`src/rtl/core_pkg.sv`:
```
// rtl/core_pkg.sv - shared core types, fetch FSM encoding and pipeline constants
package core_pkg;

    // Fetch FSM: IDLE waits for permission to issue, REQ holds a request
    // until granted, WAIT holds until the single outstanding read returns.
    typedef enum logic [1:0] {
        FETCH_IDLE = 2'd0,
        FETCH_REQ  = 2'd1,
        FETCH_WAIT = 2'd2
    } fetch_state_e;

    // addi x0, x0, 0 -- placed in decode whenever the slot holds no instruction
    localparam logic [31:0] NOP_INSTR = 32'h0000_0013;

    // Operand forwarding selects shared with decode/execute
    localparam logic [1:0] Forward_RF  = 2'b00;
    localparam logic [1:0] Forward_WB  = 2'b01;
    localparam logic [1:0] Forward_MEM = 2'b10;

    // Branch types (funct3 encodings) shared with the branch/jump unit
    localparam logic [2:0] Branch_BEQ  = 3'b000;
    localparam logic [2:0] Branch_BNE  = 3'b001;
    localparam logic [2:0] Branch_BLT  = 3'b100;
    localparam logic [2:0] Branch_BGE  = 3'b101;
    localparam logic [2:0] Branch_BLTU = 3'b110;
    localparam logic [2:0] Branch_BGEU = 3'b111;

    // Sequential fetch advances one word; 32-bit wrap is intended
    function automatic logic [31:0] next_seq_pc(input logic [31:0] pc);
        return pc + 32'd1;
    endfunction

endpackage

```
`src/rtl/fetch_skid_buf.sv`:
```
// rtl/fetch_skid_buf.sv - one-entry instruction+PC holding buffer for fetch
module fetch_skid_buf (
    input  logic        clk,
    input  logic        rst,
    input  logic        load,
    input  logic        drain,
    input  logic        clear,
    input  logic [31:0] load_data,
    input  logic [31:0] load_pc,
    output logic        full,
    output logic [31:0] data,
    output logic [31:0] pc
);

    // Occupancy: clear wins, a load refills even while the old entry drains
    always_ff @(posedge clk) begin
        if (rst || clear) begin
            full <= 1'b0;
        end else if (load) begin
            full <= 1'b1;
        end else if (drain) begin
            full <= 1'b0;
        end
    end

    // Payload capture; contents are only meaningful while full is set
    always_ff @(posedge clk) begin
        if (load) begin
            data <= load_data;
            pc   <= load_pc;
        end
    end

endmodule

```
`src/rtl/fetch_pc_unit.sv`:
```
// rtl/fetch_pc_unit.sv - fetch PC generator, imem request FSM and IF/ID register
module fetch_pc_unit
    import core_pkg::*;
#(
    parameter logic [31:0] RESET_PC  = 32'h0000_0000,
    parameter logic [31:0] NOP_INSTR = core_pkg::NOP_INSTR
) (
    input  logic        clk,
    input  logic        rst,
    input  logic        PC_src_D,
    input  logic [31:0] PC_Target_D,
    input  logic        stall_F,
    input  logic        stall_D,
    input  logic        flush_D,
    output logic        imem_req,
    output logic [31:0] imem_addr,
    input  logic        imem_gnt,
    input  logic        imem_rvalid,
    input  logic [31:0] imem_rdata,
    output logic [31:0] PC_F,
    output logic [31:0] instr_D,
    output logic [31:0] PC_D,
    output logic        valid_D
);

    fetch_state_e state;
    logic [31:0]  pc_f_q;
    logic [31:0]  req_addr_q;
    logic         drop_q;

    logic         redirect;
    logic         rsp_take;
    logic         deliver;
    logic         if_id_open;
    logic         skid_full;
    logic         skid_load;
    logic         skid_drain;
    logic         skid_full_next;
    logic [31:0]  skid_data;
    logic [31:0]  skid_pc;
    logic [31:0]  resume_pc;
    logic         resume_go;

    // A redirect only counts when decode holds a real instruction that moves on
    assign redirect   = PC_src_D & valid_D & ~stall_D;

    // Read data is only accepted while the single request is outstanding
    assign rsp_take   = (state == FETCH_WAIT) & imem_rvalid;

    // A response arriving together with a redirect is wrong-path, so it is
    // discarded here instead of arming drop for a response that never comes
    assign deliver    = rsp_take & ~drop_q & ~redirect;

    // IF/ID accepts new content only when neither held nor flushed
    assign if_id_open = ~stall_D & ~flush_D;

    // The buffered entry is older than any new response, so it drains first
    // and a response that cannot go straight into IF/ID parks in the buffer
    assign skid_drain     = skid_full & if_id_open & ~redirect;
    assign skid_load      = deliver & (~if_id_open | skid_full);
    assign skid_full_next = skid_load | (skid_full & ~skid_drain & ~redirect);

    // PC to continue from after this cycle: redirect target, next word after
    // a delivery, otherwise unchanged (also the replay PC after a discard)
    always_comb begin
        resume_pc = pc_f_q;
        if (redirect) begin
            resume_pc = PC_Target_D;
        end else if (deliver) begin
            resume_pc = next_seq_pc(pc_f_q);
        end
    end

    // New request only when fetch is not stalled and there is room for its data
    assign resume_go = ~stall_F & ~skid_full_next;

    fetch_skid_buf u_skid (
        .clk       (clk),
        .rst       (rst),
        .load      (skid_load),
        .drain     (skid_drain),
        .clear     (redirect),
        .load_data (imem_rdata),
        .load_pc   (pc_f_q),
        .full      (skid_full),
        .data      (skid_data),
        .pc        (skid_pc)
    );

    // Fetch FSM: PC_F, request address, and the drop flag for a killed fetch
    always_ff @(posedge clk) begin
        if (rst) begin
            state      <= FETCH_IDLE;
            pc_f_q     <= RESET_PC;
            req_addr_q <= RESET_PC;
            drop_q     <= 1'b0;
        end else begin
            case (state)
                FETCH_IDLE: begin
                    if (redirect) begin
                        pc_f_q <= PC_Target_D;
                    end
                    // a redirect empties the buffer, so only stall_F can defer it
                    if (~stall_F && (redirect || ~skid_full)) begin
                        state      <= FETCH_REQ;
                        req_addr_q <= resume_pc;
                    end
                end
                FETCH_REQ: begin
                    // the request already on the bus stays as issued; its data
                    // will be thrown away and the target fetched afterwards
                    if (redirect) begin
                        pc_f_q <= PC_Target_D;
                        drop_q <= 1'b1;
                    end
                    if (imem_gnt) begin
                        state <= FETCH_WAIT;
                    end
                end
                FETCH_WAIT: begin
                    if (imem_rvalid) begin
                        pc_f_q <= resume_pc;
                        drop_q <= 1'b0;
                        if (resume_go) begin
                            state      <= FETCH_REQ;
                            req_addr_q <= resume_pc;
                        end else begin
                            state <= FETCH_IDLE;
                        end
                    end else if (redirect) begin
                        // stays set if already set: only one response is in flight
                        pc_f_q <= PC_Target_D;
                        drop_q <= 1'b1;
                    end
                end
                default: begin
                    state <= FETCH_IDLE;
                end
            endcase
        end
    end

    // IF/ID register: flush beats stall, buffered entry beats new response
    always_ff @(posedge clk) begin
        if (rst) begin
            valid_D <= 1'b0;
            instr_D <= NOP_INSTR;
            PC_D    <= 32'h0000_0000;
        end else if (flush_D) begin
            valid_D <= 1'b0;
            instr_D <= NOP_INSTR;
        end else if (~stall_D) begin
            if (redirect) begin
                valid_D <= 1'b0;
                instr_D <= NOP_INSTR;
            end else if (skid_full) begin
                valid_D <= 1'b1;
                instr_D <= skid_data;
                PC_D    <= skid_pc;
            end else if (deliver) begin
                valid_D <= 1'b1;
                instr_D <= imem_rdata;
                PC_D    <= pc_f_q;
            end else begin
                valid_D <= 1'b0;
                instr_D <= NOP_INSTR;
            end
        end
    end

    assign imem_req  = (state == FETCH_REQ);
    assign imem_addr = req_addr_q;
    assign PC_F      = pc_f_q;

endmodule

```
`config.mk`:
```
export PLATFORM = sky130hd
export DESIGN_NAME = fetch_pc_unit
export DESIGN_NICKNAME = d
export VERILOG_FILES = /design/src/rtl/core_pkg.sv /design/src/rtl/fetch_skid_buf.sv /design/src/rtl/fetch_pc_unit.sv
export SDC_FILE = /design/constraint.sdc
export NUM_CORES = 1
export LEC_CHECK = 0
export ABC_AREA = 1
export CORE_ASPECT_RATIO = 0.9
export CORE_MARGIN = 5
export CORE_UTILIZATION = 55
export CTS_CLUSTER_SIZE = 8
export DETAILED_ROUTE_END_ITERATION = 10
export GPL_ROUTABILITY_DRIVEN = 0
export PLACE_DENSITY = 0.86
export SKIP_CTS_REPAIR_TIMING = 1
export SYNTH_ARGS = -nofsm -noshare
export SYNTH_HDL_FRONTEND = slang
export SYNTH_SLANG_ARGS = --single-unit
```
`constraint.sdc`:
```
create_clock -name clk -period 9.3 [get_ports clk]
set_clock_uncertainty 0.1 [all_clocks]
set_input_delay 2.325 -clock clk [delete_from_list [all_inputs] [get_ports clk]]
set_output_delay 2.325 -clock clk [all_outputs]
set_load 0.05 [all_outputs]
```
Yosys cells after proc, flatten, opt, wreduce, memory -nomap -nowiden
Cells that the tools add are included. Widths: inputs -> output; s select.

Add/subtract/negate cells: 1. Equality and inequality tests: 6. Mux-type cells: 27. Bitwise logic cells: 23. Reductions and logical operators: 14.

Operators with widths (count): $mux 32 (12); $pmux 32 s2 (2); $add 32x1->32 const B (1); $and 1x1->1 (12); $reduce_bool 2->1 (5); $not 1->1 (9); $mux 1 (8); $reduce_and 4->1 (2); $mux 2 (3); $ne 2x2->1 const B (3); $pmux 2 s3 (1); $reduce_or 2->1 (2); $reduce_and 3->1 (1); $eq 2x1->1 const B (1); $eq 2x2->1 const B (1); $logic_not 2->1 (1); $logic_or 1x1->1 (2); $ne 2x1->1 const B (1); $or 1x1->1 (2); $pmux 1 s2 (1); $logic_and 1x1->1 (1).

Flip-flop bits (word level): 197. Input bits: 72. Output and inout bits: 130. Word-level logic and storage cells: 81.

Longest topological paths before layout
Gate-level depths: netlist of the first run.

Depth after elaboration: 13. Depth in mapped cells: 12. Gate-level depth less buffers: 12.

Modules after synthesis
From an unflattened synthesis of the first run, not the netlist that was laid out.

Cells, all modules: 1109. Area, all modules: 8784.7 µm².

By module, submodules not included: fetch_pc_unit (times used 1, cells an instance 1037, area an instance 6811.5 µm², seq. area each 2642.5 µm²); fetch_skid_buf (times used 1, cells an instance 72, area an instance 1973.1 µm², seq. area each 1941.9 µm²).

Least setup slack after synthesis of the first run
Ideal clock, no wire load.

Path type: input -> register. Start point: in stall_D. End point: reg u_skid.data[0] (enable). Library setup time: 0.418 ns. Arrival: 4.055 ns. Data required time: 8.782 ns. Slack: 4.727 ns. Cell stages on the path: 5. Cells stage by stage: buf_4 nor2_4 nor2_4 o21ai_2 inv_1.

Longest elaborated chain between the ends: 5.

RTL lines: from (decl) (line fetch_pc_unit.sv:13) `input logic stall_D,`; $not 1->1 (no line) (*); $and 1x1->1 (on tied branches) (line fetch_pc_unit.sv:45, fetch_pc_unit.sv:55); $not 1->1 (on tied branches); $and 1x1->1 or $or 1x1->1 (tied branches) (line fetch_pc_unit.sv:52, fetch_pc_unit.sv:60); $and 1x1->1 (*) (line fetch_pc_unit.sv:60) `assign skid_load = deliver & (~if_id_open | skid_full);`; net skid_load (line fetch_pc_unit.sv:36) `logic skid_load;`; to (signal assigned) (line fetch_skid_buf.sv:29) `data <= load_data;`; to (decl) (line fetch_skid_buf.sv:11) `output logic [31:0] data,`.

The timed path passes the listed nets; every way through them passes the cells marked *. A chain may end at the register's enable or synchronous reset.

Worst setup path in the final report of the first run
Start point: in stall_D. End point: reg u_skid.pc[27] (enable).

Longest elaborated chain between the ends: 5.

RTL lines: $not 1->1 (no line) (*); $and 1x1->1 (on tied branches) (line fetch_pc_unit.sv:45, fetch_pc_unit.sv:55); $not 1->1 (on tied branches); $and 1x1->1 or $or 1x1->1 (tied branches) (line fetch_pc_unit.sv:52, fetch_pc_unit.sv:60); $and 1x1->1 (*) (line fetch_pc_unit.sv:60); net skid_load (line fetch_pc_unit.sv:36); to (signal assigned) (line fetch_skid_buf.sv:30) `pc <= load_pc;`; to (decl) (line fetch_skid_buf.sv:12) `output logic [31:0] pc`.

Marked as above.

==> impl_metrics.json, run 1 <==
{
  "outcome": "finished, final reports clean",
  "crit_chain": "clkdlybuf4s50_1, buf_4, nor2_4, buf_4, nor2_4, o21ai_2, inv_2, buf_4",
  "drt_pass1_iterations": 8,
  "crit_fanout": 73,
  "post-synth-top-area-cell": "dfxtp_1",
  "area_growth_pct": 29.06,
  "die_area_um2": 19010,
  "cts_root_buf": "clkbuf_16",
  "setup_viol": 0,
  "start_util_pct": 55.92,
  "grt_max_degree": 74,
  "power.density_nw_per_um2": 245.9,
  "n_fill_cell": 1215,
  "grt_pass1_wl_um": 41680,
  "timing.critical_path.mode_cell": "buf_4",
  "ys_ff_latch": 197,
  "drtAntennaViolNets": 0,
  "fin_hold_ws_ps": 351.3,
  "row_count": 44,
  "clk_pin_slew_ps": 60,
  "finalNetCount": 1404,
  "hold_path_class": "register to register",
  "synth_fp_nets": 1240,
  "die_x_um": 144.8,
  "die_h_um": 131.3,
  "power.leakage_nw": 4.320,
  "vias_per_cell": 5.614,
  "start_kind": "input pin",
  "yosysTopAreaCellShare_pct": 29.62,
  "vias": 8685,
  "cts_num_sinks": 197,
  "clkLatencyLatePin_ps": 440,
  "rsz0062_at_grt": "false",
  "yosys.cell_count.top_type": "nand2_1",
  "grt_use_total_pct": 27.30,
  "synthTopCellsByCount": "316 x nand2_1, 166 x nor2_1, 133 x dfxtp_1",
  "cts_buffer_depth": 2,
  "grt_pass1_vias": 8132,
  "synth_flop_cell": "dfxtp_1",
  "ys_seq_area_share_pct": 51.00,
  "ios": 202,
  "fmax_mhz": 187.5,
  "synthCells": 1163,
  "async_flop_share_pct": 0,
  "grt_overflow_total": 0,
  "wl_per_cell_um": 17.06,
  "worstMarginPinSlew_ps": 1345,
  "max-slew-margin-rel_pct": 10.30,
  "synth_edf_count": 64,
  "path_delay_family": "buffers and inverters",
  "cts_buffers": 17,
  "ys_top_cells_by_area": "dfxtp_1 30%, edfxtp_1 21%, nand2_1 13%",
  "cap_violations": 0,
  "min_period_ps": 5334,
  "antenna_found_initial": 0,
  "maxSlewViolCount": 0,
  "n_antenna_cell": 0,
  "final.setup.tns_ps": 0,
  "synth.avg_cell_area_um2": 7.730,
  "portBuffers": 201,
  "syn_area_um2": 8990,
  "crit_required_ps": 9260,
  "drive_above_1_share_pct": 4.030,
  "h-tree-depth": 4,
  "ir_worst_vdd_mv": 0.2730,
  "cts_tree": "done",
  "core_area_um2": 16080,
  "crit_path_max_incr_delay_ps": 750,
  "end_kind": "register",
  "hold_viol": 0,
  "drcViolationCount": 0,
  "finalWorstSetupSlack_ps": 3966,
  "drt_iter0_drc": 1169,
  "critPathKind": "input pin to register",
  "arrival_ps": 5290,
  "routed_wl_um": 26390,
  "hpwl_um": 17850,
  "post-route-period-util_pct": 57.35,
  "crit_buf_inv": 5,
  "place_ws_ps": 3546,
  "synth_cell_types": 29,
  "yosysWarnings": 0,
  "slowest_stage": "nor2_4"
}
cells in the final DEF (no fill, tap or decap):
master and n:
clkinv_2 2, nand2_2 2, dfxtp_1 132, nor2_1 166
clkinv_1 2, a21oi_1 69, o21ai_2 1, o41ai_1 1
edfxtp_1 64, nor2_4 4, clkbuf_1 3, a211oi_1 63
o21ai_0 24, clkinvlp_4 2, and2_1 3, buf_4 9
inv_6 1, clkbuf_8 1, a21oi_2 1, buf_2 1
nor3_1 6, o21ai_1 1, a22oi_2 1, inv_2 3
clkbuf_16 17, inv_1 119, nand4_1 18, o21a_1 2
dfxtp_2 1, clkinv_4 4, nand2_1 316, nand3_2 3
bufinv_16 1, ha_1 5, o211ai_1 36, clkdlybuf4s50_1 200
nand3_1 56
metal layers:
layer  vias to the layer above  track usage [%]  part of all wire (%)
li1                       4133                -                     -
met1                      3935            39.44                    41
met2                       551            40.52                    44
met3                        66            6.722                    12
met4                         0            8.394                   2.4
met5                         -                0                     0
power by group:
group / switching [mW] / total, mW / internal, mW
Combinational: 0.725 / 1.05 / 0.327
Sequential: 0.0773 / 1.10 / 1.02
Clock: 0.324 / 0.701 / 0.377
cells by family after synthesis:
group                      synth area share (%)
buffers and inverters                     8.239
and+or+nand+nor                           26.01
DFF                                       51.00
adders and majority gates                0.6959
AOI/OAI and AO/OA                         14.06
per-stage QoR:
stage	instance area, um^2	utilization, %	std cells	total power [mW]
2_1_floorplan	8990	-	1163	1.849
3_3_place_gp	11050	68.73	1515	2.125
3_5_place_dp	11050	68.73	1515	2.150
4_1_cts	11600	72.17	1547	2.854
5_1_grt	11600	72.17	1547	2.992
6_report	11600	72.17	1547	2.853
worst paths after layout:
path / depth (start not counted) / slack [ps] / endpoint / start
worst max-delay path: 8 / 3970 / u_skid.pc[27]$_DFFE_PP_ / stall_D
worst min-delay path: 2 / 350 / PC_D[14]$_SDFFE_PP0P_ / PC_D[14]$_SDFFE_PP0P_
worst max register to register: 7 / 6220 / u_skid.pc[27]$_DFFE_PP_ / valid_D$_SDFFE_PP0N_
worst min register to register: 2 / 350 / PC_D[14]$_SDFFE_PP0P_ / PC_D[14]$_SDFFE_PP0P_
area by class of cell:
| class | count | area, um^2 | area share (%) |
|---|---|---|---|
| multi-input cells | 778 | 3669 | 31.62 |
| well taps | 207 | 259.0 | 2.232 |
| clock buffers | 21 | 450.4 | 3.882 |
| inverters | 123 | 461.7 | 3.979 |
| flip-flops and latches | 197 | 4586 | 39.52 |
| repair buffers | 210 | 2074 | 17.88 |
| clock inverters | 11 | 102.6 | 0.8843 |
state kept, by name (all words and copies together) (netlist names):
| register | count |
|---|---|
| PC_F | 32 |
| imem_addr | 32 |
| u_skid.pc | 32 |
| u_skid.data | 32 |
| drop_q | 1 |
| valid_D | 1 |
| state | 2 |
| u_skid.full | 1 |
| instr_D | 32 |
| PC_D | 32 |
worst reg2reg max path: stages (launching register included):
cell,delay [ps]
dfxtp_1,370
nand2_1,130
nor2_4,40
buf_4,330
nor2_4,760
o21ai_2,170
inv_2,80
buf_4,660
No activity file was read; power rests on OpenSTA's default activity.
==> inputs of run 2 (changes only) <==
--- a/config.mk
+++ b/config.mk
@@ -8,11 +8,11 @@
 export ABC_AREA = 1
 export CORE_ASPECT_RATIO = 0.9
 export CORE_MARGIN = 5
-export CORE_UTILIZATION = 55
+export CORE_UTILIZATION = 51
 export CTS_CLUSTER_SIZE = 8
 export DETAILED_ROUTE_END_ITERATION = 10
 export GPL_ROUTABILITY_DRIVEN = 0
-export PLACE_DENSITY = 0.86
+export PLACE_DENSITY = 0.81
 export SKIP_CTS_REPAIR_TIMING = 1
 export SYNTH_ARGS = -nofsm -noshare
 export SYNTH_HDL_FRONTEND = slang
==> constraint.sdc (replaced) <==
create_clock -name clk -period 5.1 [get_ports clk]
set_clock_uncertainty 0.1 [all_clocks]
set_input_delay 1.275 -clock clk [delete_from_list [all_inputs] [get_ports clk]]
set_output_delay 1.275 -clock clk [all_outputs]
set_load 0.05 [all_outputs]
==> run 2 against run 1 <==
Count of clock-buffer cells in the layout down 4. Clock power rose by 94%. Global-route usage down 1.2 points. Sequential share of layout area down 0.46 points. Utilization is 5.1 points lower. Final cell count up 2.3%. First-iteration DRC count decreased by 20%. Largest cell class unchanged. Largest power group unchanged.
==> impl_metrics.json, run 2 (synthesis gave the netlist of run 1 again) <==
{
  "outcome": "finished, final reports clean",
  "cap_violations": 0,
  "ff2ff_path_depth": 9,
  "ios": 202,
  "busiest_layer": "met2",
  "grt_pass1_wl_um": 42050,
  "hold_path_class": "register to register",
  "fmax_mhz": 279.8,
  "fin_hold_ws_ps": 347.3,
  "drt_iter0_drc": 941,
  "worstMarginPinSlew_ps": 1234,
  "min_to": "PC_D[18]$_SDFFE_PP0P_",
  "grt_use_total_pct": 26.07,
  "placed_cell_area_um2": 11130,
  "power_mw": 5.323,
  "crit_required_ps": 5330,
  "portBuffers": 201,
  "antenna_found_initial": 0,
  "vias_per_cell": 5.379,
  "power.leakage_nw": 4.372,
  "row_count": 46,
  "clk_pin_slew_ps": 70,
  "cts_buffer_depth": 2,
  "grt_use_met3_pct": 8.133,
  "start_util_pct": 51.38,
  "final.setup.tns_ps": 0,
  "h-tree-depth": 4,
  "ir_worst_vdd_mv": 0.4601,
  "grt_pass1_vias": 7985,
  "drcViolationCount": 0,
  "drtAntennaViolNets": 0,
  "grt_max_degree": 73,
  "grt_use_met1_pct": 37.13,
  "hpwl_um": 18180,
  "maxSlewViolCount": 0,
  "min_period_ps": 3573,
  "drt_pass1_iterations": 9,
  "cts_root_buf": "clkbuf_16",
  "finalNetCount": 1407,
  "n_antenna_cell": 0,
  "hp-start": "PC_D[18]$_SDFFE_PP0P_",
  "area_growth_pct": 30.59,
  "worstReg2RegStart": "u_skid.full$_SDFFE_PP0P_",
  "die_x_um": 150.0,
  "setup_viol": 0,
  "grt_overflow_total": 0,
  "multi_input_area_um2": 3669,
  "die_area_um2": 20390,
  "core_area_um2": 17500,
  "vias": 8515,
  "post-route-period-util_pct": 70.07,
  "r2r-end": "imem_addr[18]$_SDFFE_PP0P_",
  "final_cell_area_um2": 11740,
  "met2_usage_pct": 39.00,
  "start_kind": "input pin",
  "n_fill_cell": 1449,
  "wl_per_cell_um": 16.67,
  "cts_buffers": 17,
  "die_h_um": 136.0,
  "power.density_nw_per_um2": 453.4,
  "drive_above_1_share_pct": 4.393,
  "max-slew-margin-rel_pct": 17.65,
  "arrival_ps": 3810,
  "rsz0062_at_grt": "false",
  "cts_tree": "done",
  "whs_path_depth": 2,
  "hold_viol": 0,
  "final_common_cell": "nand2_1",
  "rrSetupSlack_ps": 2170,
  "layout_common_cells": "316 x nand2_1, 200 x clkdlybuf4s50_1, 166 x nor2_1, 132 x dfxtp_1, 119 x inv_1",
  "routed_wl_um": 26390,
  "clkLatencyLatePin_ps": 440,
  "cts_num_sinks": 197,
  "critPathKind": "input pin to register",
  "crit_fanout": 46,
  "end_kind": "register",
  "seq_area_um2": 4586
}
==> run 2: worst max path at each step <==
stage           startpoint                    endpoint
2_1_floorplan      stall_D    u_skid.data[0]$_DFFE_PP_
3_3_place_gp   imem_rvalid       PC_D[11]$_SDFFE_PP0P_
3_5_place_dp       stall_D  imem_addr[18]$_SDFFE_PP0P_
4_1_cts            stall_D  imem_addr[18]$_SDFFE_PP0P_
5_1_grt            stall_D  imem_addr[19]$_SDFFE_PP0P_
6_report           stall_D  imem_addr[18]$_SDFFE_PP0P_
==> run 2: critical path, cell delays in order <==
cell and delay, ps:
clkdlybuf4s50_1 500, buf_4 370, nor2_4 90, nor2_4 100
o21ai_2 80, nand4_1 110, o21ai_1 110, nand2_1 390
buf_4 510, nand2_1 110, nand2_1 90, nor2_1 50
==> run 2: final cells by class <==
type                            instances  area share, %
Clock buffer                           17          3.624
Inverter                              123          3.933
Sequential cell                       197          39.06
Timing Repair Buffer                  213          18.14
Tap cell                              240          2.558
Multi-Input combinational cell        778          31.25
Clock inverter                         15          1.439
==> run 2: per-stage QoR <==
stage / setup slack (ps) / utilization (%) / std cells
finish: 1527 / 67.10 / 1583
global route: 1301 / 67.10 / 1583
CTS: 1587 / 67.01 / 1582
detailed placement: 1126 / 63.62 / 1550
global placement: 1149 / 63.62 / 1550
floorplan: 1577 / - / 1163
==> run 2: power by group <==
group          total, mW  internal, mW  switching (mW)
combinational       1.95         0.602            1.35
sequential          2.02          1.86           0.154
clock               1.36         0.738           0.621
total               5.32          3.20            2.12
==> run 2: layer usage <==
metal	wire length, um	share of wire, %
met1	11640	44
met2	11530	44
met3	2870	11
met4	354	1.3
met5	0	0
==> inputs of run 3 (changes only) <==
--- a/config.mk
+++ b/config.mk
@@ -8,11 +8,11 @@
 export ABC_AREA = 1
 export CORE_ASPECT_RATIO = 0.9
 export CORE_MARGIN = 5
-export CORE_UTILIZATION = 51
+export CORE_UTILIZATION = 46
 export CTS_CLUSTER_SIZE = 8
 export DETAILED_ROUTE_END_ITERATION = 10
 export GPL_ROUTABILITY_DRIVEN = 0
-export PLACE_DENSITY = 0.81
+export PLACE_DENSITY = 0.77
 export SKIP_CTS_REPAIR_TIMING = 1
 export SYNTH_ARGS = -nofsm -noshare
 export SYNTH_HDL_FRONTEND = slang
==> constraint.sdc (replaced) <==
create_clock -name clk -period 2.85 [get_ports clk]
set_clock_uncertainty 0.1 [all_clocks]
set_input_delay 0.7125 -clock clk [delete_from_list [all_inputs] [get_ports clk]]
set_output_delay 0.7125 -clock clk [all_outputs]
set_load 0.05 [all_outputs]
==> run 3 against run 2 <==
Count of clock-buffer cells in the layout did not move. Clock power increased by 87%. Sequential power up 79%. Total power increased by 84%. Register-to-register slack lost 1600 ps. Global-route usage shrank 1.8 points. Sequential cell count unchanged. Largest power group is now combinational cells.
==> impl_metrics.json, run 3 (synthesis gave the netlist of run 1 again) <==
{
  "grt_max_degree": 55,
  "clkLatencyLatePin_ps": 440,
  "area_growth_pct": 34.59,
  "vias_per_cell": 5.288,
  "row_count": 48,
  "ir_worst_vdd_mv": 1.026,
  "power.density_nw_per_um2": 810.9,
  "hold_viol": 0,
  "layout_common_cells": "315 x nand2_1, 200 x clkdlybuf4s50_1, 166 x nor2_1, 132 x dfxtp_1, 119 x inv_1",
  "clk_pin_slew_ps": 70,
  "grt_pass1_vias": 8055,
  "min_period_ps": 2723,
  "critPathKind": "register to primary output",
  "post-route-period-util_pct": 95.55,
  "cts_buffer_depth": 2,
  "post-place-cells": 1590,
  "drcViolationCount": 0,
  "die_h_um": 142.6,
  "drtAntennaViolNets": 0,
  "rsz0062_at_grt": "false",
  "grt_overflow_total": 0,
  "cts_buffers": 17,
  "power.leakage_nw": 4.545,
  "fmax_mhz": 367.2,
  "cap_violations": 0,
  "finalNetCount": 1436,
  "crit_path_max_incr_delay_ps": 850,
  "grt_use_met3_pct": 6.515,
  "met2_usage_pct": 37.26,
  "n_fill_cell": 1651,
  "grt_pass1_wl_um": 43070,
  "portBuffers": 201,
  "hp-start": "PC_D[18]$_SDFFE_PP0P_",
  "start_kind": "register",
  "worstSetupStartpoint": "state[1]$_SDFFE_PP0P_",
  "n_antenna_cell": 0,
  "die_area_um2": 22440,
  "start_util_pct": 46.78,
  "crit_required_ps": 2040,
  "core_area_um2": 19220,
  "cts_num_sinks": 197,
  "power_mw": 9.811,
  "wl_per_cell_um": 17.09,
  "cts_root_buf": "clkbuf_16",
  "setup_viol": 0,
  "drive_above_1_share_pct": 6.633,
  "routed_wl_um": 27730,
  "h-tree-depth": 4,
  "maxSlewViolCount": 0,
  "grt_use_met1_pct": 34.95,
  "drt_iter0_drc": 893,
  "crit_chain": "inv_1, ha_1, clkdlybuf4s50_1",
  "arrival_ps": 1910,
  "end_kind": "primary output",
  "hpwl_um": 19420,
  "die_x_um": 157.4,
  "drt_pass1_iterations": 7,
  "max-slew-margin-rel_pct": 32.79,
  "final.setup.tns_ps": 0,
  "ios": 202,
  "layout.cells.non_filler": 1622,
  "vias": 8577,
  "grt_use_total_pct": 24.26,
  "outcome": "finished, final reports clean",
  "cts_tree": "done",
  "hold_path_class": "register to register",
  "busiest_layer": "met2",
  "final_common_cell": "nand2_1",
  "crit_fanout": 3,
  "antenna_found_initial": 0,
  "worstMarginPinSlew_ps": 1007,
  "worstReg2RegStart": "state[0]$_SDFFE_PP0P_",
  "slowest_stage": "clkdlybuf4s50_1"
}
[run 3: cell types whose count changed in the layout (fill, tap and decap cells not counted), sizes merged]
cell | previous run | this run
buf | 13 | 42
inv | 129 | 130
clkinv | 6 | 5
[run 3: power by group]
part           internal (mW)  leakage, nW  switching, mW
Combinational           1.20         2.57           2.46
Sequential              3.33         1.67          0.277
Clock                   1.35        0.308           1.18
[run 3: final cells by class]
class | count | area [um^2] | area share, %
tap | 250 | 312.8 | 2.585
clock buffer | 17 | 425.4 | 3.516
sequential | 197 | 4586 | 37.90
clock inverter | 15 | 203.9 | 1.686
multi-input combinational | 778 | 3679 | 30.40
timing repair buffer | 242 | 2427 | 20.06
inverter | 123 | 465.4 | 3.847
[run 3: path summary, 6_finish.rpt]
check,endpoint,slack [ps],cells after the start
worst min-delay path,PC_D[18]$_SDFFE_PP0P_,360,2
worst max-delay path,imem_req,130,3
worst min register to register,PC_D[18]$_SDFFE_PP0P_,360,2
worst max register to register,PC_F[23]$_SDFFE_PP0P_,530,12
[run 3: per-stage QoR]
stage,instance area [um^2],setup WS [ps],hold slack [ps],utilization (%)
2_1_floorplan,8994,151.0,389.6,-
3_3_place_gp,11460,-134.5,339.5,59.64
3_5_place_dp,11460,-195.2,348.5,59.64
4_1_cts,12090,112.4,363.6,62.92
5_1_grt,12100,29.76,371.6,62.96
6_report,12100,126.9,360.6,62.96
[run 3: per-layer routing]
| layer | part of all wire (%) | wire length, um |
|---|---|---|
| met1 | 45 | 12570 |
| met3 | 9.4 | 2597 |
| met4 | 0.96 | 266 |
| met5 | 0 | 0 |
| met2 | 44 | 12300 |
[run 3: worst max-delay path, delay by kind of cell, from the launching register on]
family     cells  cell delay [ps]
buf+inv        2              950
flops          1              330
fa+ha+maj      1              190
